<file path="src/rtl/pc_seq_if.sv">
// Next-PC select and status bundle between decode/ALU and the PC sequencer.
// With PC_TRAP_EN defined the bundle also carries trap and epc.
interface pc_seq_if #(
    parameter int PC_W      = 16,
    parameter int IMM_W     = 7,
    parameter int RAS_DEPTH = 4
);
    localparam int CNT_W = $clog2(RAS_DEPTH) + 1;

    logic             stall;
    logic [2:0]       sel;
    logic [IMM_W-1:0] imm;
    logic [PC_W-1:0]  target;
    logic [PC_W-1:0]  pc_out;
    logic             redirect;
    logic [CNT_W-1:0] ras_count;
    logic             ras_ovf;
    logic             ras_unf;
`ifdef PC_TRAP_EN
    logic             trap;
    logic [PC_W-1:0]  epc;
`endif

    modport master (
`ifdef PC_TRAP_EN
        output trap,
        input  epc,
`endif
        output stall, sel, imm, target,
        input  pc_out, redirect, ras_count, ras_ovf, ras_unf
    );

    modport slave (
`ifdef PC_TRAP_EN
        input  trap,
        output epc,
`endif
        input  stall, sel, imm, target,
        output pc_out, redirect, ras_count, ras_ovf, ras_unf
    );
endinterface

</file>
<file path="src/rtl/pc_seq.sv">
// Program-counter sequencer with a circular return-address stack and fetch stall.
// Optional trap entry (trap/epc, TRAP_VEC) is built only when PC_TRAP_EN is defined.
module pc_seq #(
    parameter int              PC_W      = 16,
    parameter int              IMM_W     = 7,
    parameter int              INC       = 1,
    parameter int              RAS_DEPTH = 4,
    parameter logic [PC_W-1:0] RESET_PC  = '0
`ifdef PC_TRAP_EN
    ,
    parameter logic [PC_W-1:0] TRAP_VEC  = PC_W'(16'h0004)
`endif
) (
    input logic       clk,
    input logic       rst,
    pc_seq_if.slave   bus
);
    localparam int               PTR_W = $clog2(RAS_DEPTH);
    localparam int               CNT_W = PTR_W + 1;
    localparam logic [PC_W-1:0]  INC_V = PC_W'(INC);
    localparam logic [CNT_W-1:0] FULL  = CNT_W'(RAS_DEPTH);

    typedef enum logic [2:0] {
        SEL_SEQ  = 3'b000,
        SEL_BR   = 3'b001,
        SEL_JMP  = 3'b010,
        SEL_CALL = 3'b011,
        SEL_RET  = 3'b100
    } sel_e;

    logic [PC_W-1:0]  pc_q, pc_d;
    logic             redirect_q, redirect_d;
    logic [PTR_W-1:0] ptr_q, ptr_d;
    logic [CNT_W-1:0] cnt_q, cnt_d;
    logic             ovf_q, ovf_d;
    logic             unf_q, unf_d;
    logic [PC_W-1:0]  ras_q [RAS_DEPTH];
    logic             push;
    logic [PC_W-1:0]  seq_pc;
    logic [PC_W-1:0]  imm_ext;
    logic [PTR_W-1:0] top_idx;
`ifdef PC_TRAP_EN
    logic [PC_W-1:0]  epc_q, epc_d;
`endif

    always_comb begin
        seq_pc     = pc_q + INC_V;
        imm_ext    = {{(PC_W-IMM_W){bus.imm[IMM_W-1]}}, bus.imm};
        top_idx    = ptr_q - PTR_W'(1);
        pc_d       = pc_q;
        redirect_d = 1'b0;
        ptr_d      = ptr_q;
        cnt_d      = cnt_q;
        ovf_d      = ovf_q;
        unf_d      = unf_q;
        push       = 1'b0;
`ifdef PC_TRAP_EN
        epc_d      = epc_q;
`endif
        if (!bus.stall) begin
            case (bus.sel)
                SEL_BR: begin
                    pc_d       = seq_pc + imm_ext;
                    redirect_d = 1'b1;
                end
                SEL_JMP: begin
                    pc_d       = bus.target;
                    redirect_d = 1'b1;
                end
                SEL_CALL: begin
                    // ptr always names the next free slot; when full it is also the oldest entry
                    push       = 1'b1;
                    ptr_d      = ptr_q + PTR_W'(1);
                    pc_d       = bus.target;
                    redirect_d = 1'b1;
                    if (cnt_q == FULL) ovf_d = 1'b1;
                    else               cnt_d = cnt_q + CNT_W'(1);
                end
                SEL_RET: begin
                    if (cnt_q != '0) begin
                        pc_d       = ras_q[top_idx];
                        ptr_d      = top_idx;
                        cnt_d      = cnt_q - CNT_W'(1);
                        redirect_d = 1'b1;
                    end else begin
                        pc_d  = seq_pc;
                        unf_d = 1'b1;
                    end
                end
                default: pc_d = seq_pc;
            endcase
        end
`ifdef PC_TRAP_EN
        // A trap outranks stall and leaves the return stack and flags untouched
        if (bus.trap) begin
            pc_d       = TRAP_VEC;
            epc_d      = pc_q;
            redirect_d = 1'b1;
            ptr_d      = ptr_q;
            cnt_d      = cnt_q;
            ovf_d      = ovf_q;
            unf_d      = unf_q;
            push       = 1'b0;
        end
`endif
    end

    always_ff @(posedge clk or posedge rst) begin
        if (rst) begin
            pc_q       <= RESET_PC;
            redirect_q <= 1'b0;
            ptr_q      <= '0;
            cnt_q      <= '0;
            ovf_q      <= 1'b0;
            unf_q      <= 1'b0;
`ifdef PC_TRAP_EN
            epc_q      <= '0;
`endif
        end else begin
            pc_q       <= pc_d;
            redirect_q <= redirect_d;
            ptr_q      <= ptr_d;
            cnt_q      <= cnt_d;
            ovf_q      <= ovf_d;
            unf_q      <= unf_d;
`ifdef PC_TRAP_EN
            epc_q      <= epc_d;
`endif
        end
    end

    // Stack contents are don't-care after reset, so the storage has no reset
    always_ff @(posedge clk) begin
        if (push) ras_q[ptr_q] <= seq_pc;
    end

    assign bus.pc_out    = pc_q;
    assign bus.redirect  = redirect_q;
    assign bus.ras_count = cnt_q;
    assign bus.ras_ovf   = ovf_q;
    assign bus.ras_unf   = unf_q;
`ifdef PC_TRAP_EN
    assign bus.epc       = epc_q;
`endif
endmodule
</file>
<file path="src/flat_wrapper.sv">
// flat-port wrapper written by rule: the top's interface ports become plain ports
module pc_seq_flat 
#(
    parameter int              PC_W      = 16,
    parameter int              IMM_W     = 7,
    parameter int              INC       = 1,
    parameter int              RAS_DEPTH = 4,
    parameter logic [PC_W-1:0] RESET_PC  = '0

)
  (clk, rst, bus_stall, bus_sel, bus_imm, bus_target, bus_pc_out, bus_redirect, bus_ras_count, bus_ras_ovf, bus_ras_unf);
  pc_seq_if #(.PC_W(PC_W), .IMM_W(IMM_W), .RAS_DEPTH(RAS_DEPTH)) bus_i ();
  input logic clk;
  input logic rst;
  input wire logic [$bits(bus_i.stall)-1:0] bus_stall;
  input wire logic [$bits(bus_i.sel)-1:0] bus_sel;
  input wire logic [$bits(bus_i.imm)-1:0] bus_imm;
  input wire logic [$bits(bus_i.target)-1:0] bus_target;
  output wire logic [$bits(bus_i.pc_out)-1:0] bus_pc_out;
  output wire logic [$bits(bus_i.redirect)-1:0] bus_redirect;
  output wire logic [$bits(bus_i.ras_count)-1:0] bus_ras_count;
  output wire logic [$bits(bus_i.ras_ovf)-1:0] bus_ras_ovf;
  output wire logic [$bits(bus_i.ras_unf)-1:0] bus_ras_unf;
  assign bus_i.stall = bus_stall;
  assign bus_i.sel = bus_sel;
  assign bus_i.imm = bus_imm;
  assign bus_i.target = bus_target;
  assign bus_pc_out = bus_i.pc_out;
  assign bus_redirect = bus_i.redirect;
  assign bus_ras_count = bus_i.ras_count;
  assign bus_ras_ovf = bus_i.ras_ovf;
  assign bus_ras_unf = bus_i.ras_unf;
  pc_seq #(.PC_W(PC_W), .IMM_W(IMM_W), .INC(INC), .RAS_DEPTH(RAS_DEPTH), .RESET_PC(RESET_PC)) u_core (.clk(clk), .rst(rst), .bus(bus_i));
endmodule
</file>
<file path="config.mk">
export PLATFORM = sky130hd
export DESIGN_NAME = pc_seq_flat
export DESIGN_NICKNAME = d
export VERILOG_FILES = /design/src/rtl/pc_seq_if.sv /design/src/rtl/pc_seq.sv /design/src/flat_wrapper.sv
export SDC_FILE = /design/constraint.sdc
export NUM_CORES = 1
export LEC_CHECK = 0
export CORE_MARGIN = 2
export CORE_UTILIZATION = 58
export DETAILED_ROUTE_END_ITERATION = 12
export PLACE_DENSITY = 0.85
export SETUP_SLACK_MARGIN = 0.3
export SLEW_MARGIN = 20
export SYNTH_ARGS = -nofsm -noshare
export SYNTH_HDL_FRONTEND = slang
export SYNTH_SLANG_ARGS = --single-unit
</file>
<file path="constraint.sdc">
create_clock -name clk -period 5.4 [get_ports clk]
set_input_delay 1.08 -clock clk [delete_from_list [all_inputs] [get_ports clk]]
set_output_delay 1.08 -clock clk [all_outputs]
set_load 0.02 [all_outputs]
</file>
# == Word level (Yosys, flattened, before mapping) ==
# Memory sizes are Yosys's and may differ from the RTL's.
# Cells that the tools add are included.
# totals
regBits,24
ram_bits,64
inputBits,29
elab_cells,44
mem_count,1
# mem_list
name,depth,width,rd,rd_clocked_by_memory_dff,wr,line,rtl
u_core.ras_q,4,16,1,0,1,pc_seq.sv:37,logic [PC_W-1:0] ras_q [RAS_DEPTH];
# classes
addsub,6
eq_ne,7
n_mux,14
bitwise,2
n_reduce_logical,8
# ops
op,count
16-bit one-hot mux with 3 select lines,1
"16-bit by 1-bit adder with 16-bit output, second input constant",1
16-bit adder,1
16-bit 2-to-1 mux,1
3-bit AND reduction,3
"3-bit by 2-bit == test with 1-bit output, second input constant",2
"3-bit == test, second input constant",2
1-bit 2-to-1 mux,6
3-bit 2-to-1 mux,2
3-bit one-hot mux with 2 select lines,1
2-bit one-hot mux with 2 select lines,1
4-bit AND reduction,1
"3-bit by 1-bit adder with 3-bit output, second input constant",1
"3-bit by 1-bit == test with 1-bit output, second input constant",1
3-bit nonzero test,1
3-bit OR reduction,1
"3-bit by 1-bit subtractor with 3-bit output, second input constant",1
"2-bit by 1-bit adder with 2-bit output, second input constant",1
2-bit 2-to-1 mux,1
"2-bit by 1-bit != test with 1-bit output, second input constant",1
"2-bit != test, second input constant",1
1-bit inverter,2
1-bit one-hot mux with 2 select lines,1
2-bit nonzero test,1
other kinds (2),2

# == Depth between registers and ports, before layout ==
# Gate-level depths: netlist (run 1).
# depth
word_depth,5
depth_mapped,12
ltp_nobuf,12

# == Least setup slack after synthesis (run 1) ==
# OpenSTA, ideal clock, no wires.
# synth_path
path_kind,reg2reg
startpoint,"reg u_core.pc_q[0], in the netlist u_core.bus.pc_out[0]"
endpoint,"reg u_core.pc_q[13], in the netlist u_core.bus.pc_out[13]"
t_arrival_ns,2.978
setup_slack_ns,2.283
path_stages_with_launch,13
cell_sequence,dfrtp_1 ha_1 nand2_1 nor4_4 xnor2_1 ha_1 clkbuf_1 a21o_1 a2111oi_1 nand4_1 nand3_1 mux2i_1 a21oi_1
# synth_between
elab_chain_cells,3
elab_cells_between_ends,4
# synth_rtl
element,line,rtl
start: declaration,pc_seq.sv:31,"logic [PC_W-1:0] pc_q, pc_d;"
start signal: assignment,pc_seq.sv:120,pc_q <= pc_d;
16-bit by 1-bit adder with 16-bit output,pc_seq.sv:47,seq_pc = pc_q + INC_V;
named net u_core.seq_pc[8],pc_seq.sv:39,logic [PC_W-1:0] seq_pc;
16-bit adder,pc_seq.sv:63,pc_d = seq_pc + imm_ext;
16-bit one-hot mux with 3 select lines,pc_seq.sv:61,case (bus.sel)
# The timed path passes the listed nets, and every way through them passes these cells.
# A chain may end at the register's enable or synchronous reset.

# == Worst setup path in the final report (run 1) ==
# Same ends and word-level chain as after synthesis.

==> results.ini, run 1 <==
[placed_design]
routabilityCongestion = 0.951
place_hpwl_um = 8700
port_buffers = 50

[logic_synthesis]
synth_xor_area_frac = 0.0470
synth-main-ff-cell = edfxtp_1
async_reset_ff_frac = 0.273
synthCells = 410
synth_simple_gate_area_frac = 0.128
synth_adder_area_share = 0.0581
synth_edf_count = 64
syn_area_per_cell_sq_um = 12.2
ys_warn_count = 0
syn_area_sq_um = 5000
syn_nets = 461
synth.distinct_cells = 68
synth_top_family_by_area = compound AO/OA/AOI/OAI gates
synth_compound_area_frac = 0.154
ys_seq_area_frac = 0.505
synth-seq-cells = 88
synth_mux_area_frac = 0.0801

[clock_network]
clk_latency_ps = 370
cts_tree = yes
hold_buffers = 0
clkTransAtPathRegs_ps = 90
htreeDepth = 3
cts_setup_buffers = 0
clock-sinks = 88
clk_path_buf_depth = 2
cts-root-buf = clkbuf_8
cts_made_buffers = 9
postCtsResizedCells = 0

[timing]
hold_ws_ps = 480
setup_viol_count_final = 0
clock_skew_ps = 19.7
period_minus_slack_ps = 3610
slew_headroom = 0.357
final.setup.tns_ps = 0
finalMaxSlewViolations = 0
hold_viol = 0
worst_pin_slew_ps = 959
rsz0062_at_grt = no
period_share = 0.669
fmax_ghz = 0.277

[worst_setup_path]
rr_endpoint = u_core.bus.pc_out[13]
start_kind = register
cp-end-kind = register
reg2regPathDepth = 11
r2r-start = u_core.bus.pc_out[0]
path_max_fanout = 9
worstPathArrival_ps = 3840
reg2reg_slack_ps = 1790
required_ps = 5630
critical_path_class = register to register

[power]
peakVddDrop_mv = 0.219
p_per_area_nw_per_um2 = 448
leakage_uw = 0.00210

[route]
post_drt_wl_per_cell_um = 22.0
drt_wl_total_um = 12400
drcViolationCount = 0
first_pass_iters = 6
dr_total_vias = 3804
drt_iter0_drc = 415
via_per_inst = 6.71
postRouteAntennaNets = 0

[global_routing]
grt_pass1_wl_um = 20000
grt_max_degree = 31
first_global_vias = 3772
grt_usage = 0.273
overflow = 0
grt_antenna_before_repair = 0

[final_layout]
drive_gt1_frac = 0.0974
area_growth_pct = 14.8
final_nets = 508
n_antenna_cell = 0
final_common_cell = edfxtp_1
nFillCells = 595
final_cell_mix = edfxtp_1 (64), clkdlybuf4s50_1 (50), a21oi_1 (32), dfrtp_1 (24), nor2_1 (23)

[floorplan]
initial_core_util = 0.602
core_sq_um = 8300
fp.dieH_um = 96.8
ios = 51
rows = 33
die-area_sq_um = 9380
fp.dieW_um = 96.8

[min_path]
hold_end = u_core.bus.ras_unf
worst_hold_path_type = register to register
hold_depth = 1
hold_start = u_core.bus.ras_unf

[run_status]
status = completed

[flow_run]
maxCapViolCount = 0

## metal layers
layer	GRT usage	part of all wire	up-vias
met4	0.0802	0.026	0
li1	-	-	1699
met1	0.378	0.41	1848
met3	0.0470	0.084	42
met2	0.448	0.48	215
met5	0	0	-
## layout make-up
| cell class | instances | area [sq um] | area share |
|---|---|---|---|
| well taps | 105 | 131 | 0.0229 |
| inverters | 15 | 56.3 | 0.00981 |
| clock inverters | 5 | 33.8 | 0.00589 |
| flip-flops and latches | 88 | 2520 | 0.440 |
| repair buffers | 53 | 523 | 0.0911 |
| clock buffers | 11 | 131 | 0.0229 |
| multi-input cells | 290 | 2340 | 0.408 |
## power breakdown
group | internal [uW] | total (uW) | switching (uW)
logic | 523 | 1220 | 694
clock network | 166 | 403 | 237
registers | 852 | 952 | 99.5
total | 1540 | 2570 | 1030
## synth_stat cells (all sizes together) (2+ instances only)
master   number  area [sq um]
a2111oi       3          27.5
a211oi        2          15.0
a21o         12          90.1
a21oi        32           160
a221o         6          60.1
a221oi       11           103
a22oi         3          22.5
a2bb2oi       2          17.5
a31oi         4          25.0
and2         10          62.6
and3          7          45.1
and4          3          26.3
buf           6          40.0
clkbuf       11          41.3
dfrtp        24           601
edfxtp       64          1920
fa            2          40.0
ha           20           250
inv          15          56.3
mux2i         4          40.0
mux4         16           360
nand2        19          71.3
nand3        17          90.1
nand4         8          56.3
nor2         23          86.3
nor2b         4          32.5
nor3          5          30.0
nor3b         2          15.0
nor4          3          48.8
o211ai        5          42.5
o21ai        15          75.1
o22ai         2          12.5
o2bb2ai       2          17.5
o31ai         2          15.0
or3           4          30.0
xnor2        16           140
xor2         10          95.1
## worst max-delay path by stage
stage | endpoint | startpoint | cells past startpoint | slack, ps
finish | u_core.bus.pc_out[13] | u_core.bus.pc_out[0] | 11 | 1790
global route | u_core.bus.pc_out[15] | u_core.bus.pc_out[0] | 11 | 1500
CTS | u_core.bus.pc_out[13] | u_core.bus.pc_out[0] | 11 | 1840
detailed placement | u_core.bus.pc_out[13] | bus_imm[6] | 8 | 1670
global placement | u_core.bus.pc_out[13] | bus_imm[6] | 8 | 1770
floorplan | u_core.bus.pc_out[13] | u_core.bus.pc_out[0] | 12 | 2280
## worst max-delay path, cell delays in order (launching register included)
cell       delay, ps
dfrtp_1          460
ha_1             300
nand2_1          170
nor4_4           400
xnor2_1          300
ha_1             430
a21o_1           240
a2111oi_1        540
nand4_1          200
nand3_1          160
mux2i_1          200
a21oi_1           80
## sequential cells by signal (all words and copies together) (netlist names)
name	cells
u_core.bus.pc_out	16
u_core.bus.ras_count	3
u_core.bus.ras_ovf	1
u_core.bus.ras_unf	1
u_core.bus.redirect	1
u_core.ptr_q	2
u_core.ras_q	64
## kinds of logic after synthesis
family                     after synthesis
DFF                                     88
muxes                                   20
xor gates and xnor gates                26
adders and majority gates               22
and+or+nand+nor                        111
AOI/OAI and AO/OA                      111
buffers and inverters                   32
## per-stage QoR
stage	total power, uW	util	setup slack [ps]	instances	instance area, sq um
6_report	2570	0.691	1790	567	5740
3_3_place_gp	2100	0.671	1770	551	5570
4_1_cts	2560	0.691	1840	567	5740
5_1_grt	2710	0.691	1500	567	5740
2_1_floorplan	1770	-	2280	410	5000
3_5_place_dp	2150	0.671	1670	551	5570
(Power assumes the default switching activity.)
==> run 2, diff against run 1 <==
- CORE_UTILIZATION: 58 -> 57
- PLACE_DENSITY: 0.85 -> 0.84
- clock period: 5.4 -> 3.6 ns (I/O delays scaled with it)
==> results.ini, run 2 (synthesis results as in run 1) <==
[clock_network]
cts_made_buffers = 9
htreeDepth = 3
hold_buffers = 0
cts_tree = yes
clock-sinks = 88
clk_path_buf_depth = 2
clk_latency_ps = 370
cts-root-buf = clkbuf_8
clkTransAtPathRegs_ps = 90

[global_routing]
grt_max_degree = 30
grt_antenna_before_repair = 0
grt_usage = 0.275
overflow = 0
grt_pass1_wl_um = 20200
first_global_vias = 3806

[power]
swShare = 0.390
power.internal_uw = 2430
power_switching_uw = 1560
power_frac_seq = 0.357
p_comb_frac = 0.469
peakVddDrop_mv = 0.328
leakage_uw = 0.00222
p_per_area_nw_per_um2 = 673
clock_power_share = 0.173

[worst_setup_path]
crit_chain = ha_1 -> nand2_1 -> nor4_4 -> buf_4 -> and3_1 -> xor2_4 -> ha_1 -> nand4_1 -> nor2_1 -> o21ai_0 -> o211ai_1 -> xnor2_1 -> o31ai_1
critical_path_class = register to register
slowest_delay_ps = 450
required_ps = 3870
startpoint = u_core.bus.pc_out[1]
path_buf_inv = 1
r2r-start = u_core.bus.pc_out[1]
cp-end-kind = register
slowest_stage = dfrtp_1
reg2reg_slack_ps = 460
path_max_fanout = 6
start_kind = register
crit_family = simple AND/OR/NAND/NOR gates
cpMostUsedCell = ha_1
worstPathArrival_ps = 3410

[route]
via_per_inst = 6.49
first_pass_iters = 6
drt_wl_total_um = 12500
dr_total_vias = 3780
post_drt_wl_per_cell_um = 21.4
drcViolationCount = 0
drt_iter0_drc = 322
postRouteAntennaNets = 0

[timing]
finalMaxSlewViolations = 0
period_minus_slack_ps = 3140
fmax_ghz = 0.319
clock_skew_ps = 12.5
setup_viol_count_final = 0
hold_ws_ps = 482
worst_pin_slew_ps = 1040
period_share = 0.872
rsz0062_at_grt = yes
final.setup.tns_ps = 0
hold_viol = 0
slew_headroom = 0.305

[final_layout]
drive_gt1_frac = 0.139
final_cell_mix = edfxtp_1 (64), clkdlybuf4s50_1 (50), a21oi_1 (32), nor2_1 (23), dfrtp_1 (23)
n_antenna_cell = 0
top_register = u_core.ras_q
final_nets = 520
nFillCells = 617
stdcell_count = 582
multi_input_area_sq_um = 2400
largest_reg_flops = 64
final_util = 0.689
regArea_sq_um = 2520
final_common_cell = edfxtp_1
area_growth_pct = 18.5

[placed_design]
place_hpwl_um = 8780
port_buffers = 50
routabilityCongestion = 0.896
dp.cells = 565

[floorplan]
rows = 34
fp.dieW_um = 97.7
initial_core_util = 0.582
die-area_sq_um = 9540
core_sq_um = 8590
fp.dieH_um = 97.7
ios = 51

[flow_run]
maxCapViolCount = 0

[min_path]
hold_start = u_core.bus.ras_ovf
worst_hold_path_type = register to register

[run_status]
status = completed

run 2: changes by cell type in the layout (fill, tap and decap cells not counted), sizes merged:
cell	change
buf	+12
clkinvlp	-4
inv	+3
clkbuf	-2
clkinv	+2
bufinv	+1
run 2: area by class of cell:
type	count	area share
clock buffer	9	0.0209
clock inverter	7	0.0118
inverter	15	0.00950
multi-input combinational	290	0.405
sequential	88	0.426
tap	108	0.0228
timing repair buffer	65	0.103
run 2: worst reg2reg max path: cells and delay by family, from the launching register on:
family / cells / cell delay, ps
compound gates: 3 / 470
flops: 1 / 450
fa+ha+maj: 2 / 600
buf+inv: 1 / 210
xor+xnor: 2 / 420
simple gates: 5 / 880
run 2: routing by layer:
layer  up-vias  GRT usage  share of wire
met5         -          0              0
met4         0      0.109          0.022
met3        23     0.0424          0.072
met2       163      0.440           0.49
met1      1872      0.382           0.42
li1       1722          -              -
run 2: what timing repair did:
action / in CTS / in global routing
setup buffers: 0 / 1
gates resized for setup: 1 / 9
setup endpoints to repair: 1 / 5
pin swaps: 0 / 1
run 2: worst paths after layout:
kind,end,cells after the start
worst max-delay path,u_core.bus.pc_out[14],13
worst min-delay path,u_core.bus.ras_ovf,1
worst max register to register,u_core.bus.pc_out[14],13
worst min register to register,u_core.bus.ras_ovf,1
max in group asynchronous,u_core.bus.pc_out[0],2
min in group asynchronous,u_core.bus.pc_out[1],2
run 2: power groups by stage:
| stage | Sequential [uW] | Clock, uW | Combinational (uW) |
|---|---|---|---|
| floorplan | 1500 | 0 | 1150 |
| global placement | 1430 | 0 | 1770 |
| detailed placement | 1440 | 0 | 1810 |
| CTS | 1420 | 698 | 1830 |
| global route | 1440 | 735 | 2030 |
| finish | 1420 | 691 | 1870 |
run 2: stage by stage:
stage                     worst slack [ps]  instance area, sq um  total power (uW)
final                                  462                  5920              3990
after global routing                   249                  5920              4210
after CTS                              314                  5860              3940
after detailed placement               267                  5660              3240
after global placement                 347                  5660              3190
after floorplan                        483                  5000              2660
==> run 3, diff against run 2 <==
- ABC_AREA: not set -> 1
- CORE_MARGIN: 2 -> 8
- CORE_UTILIZATION: 57 -> 58
- CTS_BUF_LIST: not set -> sky130_fd_sc_hd__clkbuf_16
- PLACE_DENSITY: 0.84 -> 0.85
==> results.ini, run 3 <==
[logic_synthesis]
synthTopCellsByArea = edfxtp_1 (37%), nand2_1 (13%), dfrtp_1 (11%), nand3_1 (5.5%), inv_1 (5.4%)
ys_warn_count = 0
synth_edf_count = 64
ys_seq_area_frac = 0.482
syn_area_sq_um = 5230
syn_nets = 674
yosys.area.top_type = edfxtp_1
async_reset_ff_frac = 0.273
synth-main-ff-cell = edfxtp_1
synthCells = 623
yosysTopAreaCellShare = 0.367
synth.distinct_cells = 46
synth.most_common_cell = nand2_1
netlist_top_cells_count = nand2_1 (178), inv_1 (75), edfxtp_1 (64), nand3_1 (58), nor2_1 (46)
syn_area_per_cell_sq_um = 8.40
synth-seq-cells = 88

[route]
drt_wl_total_um = 15100
dr_total_vias = 4603
postRouteAntennaNets = 0
drcViolationCount = 0
post_drt_wl_per_cell_um = 19.1
first_pass_iters = 5
via_per_inst = 5.81
drt_iter0_drc = 522

[worst_setup_path]
slowest_stage = dfrtp_1
critical_path_class = register to register
crit_chain = ha_1 -> nand2_1 -> nor3_2 -> xnor2_1 -> inv_1 -> ha_1 -> nand2_1 -> nor2_1 -> nand3b_1 -> nand2_1 -> nand2_1 -> nand2_1 -> nand3_1 -> nand3_1 -> nand2_1 -> nand2_1 -> nand2_1
path_max_fanout = 6
start_kind = register
slowest_delay_ps = 440
cpMostUsedCell = nand2_1
crit_family = simple AND/OR/NAND/NOR gates
startpoint = u_core.bus.pc_out[0]
r2r-start = u_core.bus.pc_out[0]
worstPathArrival_ps = 3240
path_buf_inv = 1
required_ps = 3830
cp-end-kind = register
reg2reg_slack_ps = 600

[final_layout]
final_nets = 730
n_antenna_cell = 0
final_cell_mix = nand2_1 (178), inv_1 (74), edfxtp_1 (64), nand3_1 (58), clkdlybuf4s50_1 (50)
drive_gt1_frac = 0.0804
largest_reg_flops = 64
final_common_cell = nand2_1
top_register = u_core.ras_q
final_util = 0.709
final_cell_area_sq_um = 6180
area_growth_pct = 18.2

[power]
peakVddDrop_mv = 0.384
leakage_uw = 0.00271
p_per_area_nw_per_um2 = 718

[clock_network]
clock-sinks = 88
cts_made_buffers = 9
hold_buffers = 0
cts-root-buf = clkbuf_16
postCtsResizedCells = 0
cts_tree = yes
clk_path_buf_depth = 2
cts_setup_buffers = 0
htreeDepth = 3
clk_latency_ps = 340
clkTransAtPathRegs_ps = 70

[run_status]
status = completed

[min_path]
hold_start = u_core.bus.ras_unf
worst_hold_path_type = register to register

[timing]
setup_slack_ps = 596
clock_skew_ps = 7.01
slew_headroom = 0.559
final.setup.tns_ps = 0
fmax_ghz = 0.333
rsz0062_at_grt = no
period_minus_slack_ps = 3000
period_share = 0.834
finalMaxSlewViolations = 0
hold_viol = 0
worst_pin_slew_ps = 661
setup_viol_count_final = 0

[flow_run]
maxCapViolCount = 0

[placed_design]
place_hpwl_um = 10900
place_ws_ps = 519
dpl_cell_area_sq_um = 5880
routabilityCongestion = 0.976
port_buffers = 50

[floorplan]
core_sq_um = 8720
fp.dieH_um = 111
die-area_sq_um = 12300
fp.dieW_um = 111
ios = 51
initial_core_util = 0.600
rows = 34

[global_routing]
grt_antenna_before_repair = 0
overflow = 0
grt_pass1_wl_um = 23700
first_global_vias = 4445
grt_max_degree = 36
grt_usage = 0.241

run 3: changes by cell type after synthesis, sizes merged, moves of 6 or more:
cell	change
inv	+63
a21o	-10
nand3b	+6
and2	-10
nand2	+167
mux4	-16
a221oi	-10
xnor2	-14
nand3	+42
a221o	-6
nor2	+29
and3	-7
o21ai	+17
run 3: cells by family (layout without fill, tap and decap cells):
| logic type | Yosys count | after routing | synth area share |
|---|---|---|---|
| adders and majority gates | 22 | 22 | 0.0555 |
| DFF | 88 | 88 | 0.482 |
| buffers and inverters | 94 | 155 | 0.0708 |
| xor gates and xnor gates | 11 | 11 | 0.0184 |
| AOI/OAI and AO/OA | 87 | 87 | 0.0976 |
| and+or+nand+nor | 321 | 321 | 0.276 |
run 3: area by class of cell:
class                      instances  area, sq um
tap                              108          135
timing repair buffer              61          583
clock inverter                     7         83.8
clock buffer                       9          225
fill                             654         2540
sequential                        88         2520
multi-input combinational        441         2340
inverter                          78          295
run 3: path summary, 6_finish.rpt:
path	end	cells past startpoint
max	u_core.bus.pc_out[15]	17
min	u_core.bus.ras_unf	1
max reg2reg	u_core.bus.pc_out[15]	17
min reg2reg	u_core.bus.ras_unf	1
max in group asynchronous	u_core.bus.pc_out[11]	2
min in group asynchronous	u_core.bus.pc_out[14]	2
run 3: metal layers:
metal | GRT usage | vias up | part of all wire
met1 | 0.307 | 2158 | 0.41
met3 | 0.0417 | 26 | 0.081
li1 | - | 2190 | -
met4 | 0.0640 | 0 | 0.016
met2 | 0.413 | 229 | 0.50
met5 | 0 | - | 0
run 3: metrics by stage:
| stage | power [uW] | hold WS (ps) | instances |
|---|---|---|---|
| finish | 4440 | 481 | 792 |
| global route | 4700 | 502 | 792 |
| CTS | 4420 | 484 | 792 |
| detailed placement | 3440 | 465 | 776 |
| global placement | 3360 | 463 | 776 |
| floorplan | 2770 | 580 | 623 |
run 3: worst reg2reg max path: stages, from the launching register on:
cell,delay [ps]
dfrtp_1,440
ha_1,220
nand2_1,120
nor3_2,320
xnor2_1,170
inv_1,150
ha_1,370
nand2_1,140
nor2_1,120
nand3b_1,100
nand2_1,180
nand2_1,80
nand2_1,80
nand3_1,80
nand3_1,110
nand2_1,70
nand2_1,70
nand2_1,60
run 3: power breakdown:
group	switching, uW	internal (uW)	leakage [uW]
Sequential	134	1280	0.000862
Clock	423	552	0.000149
Combinational	1360	693	0.00170
Total	1920	2520	0.00271
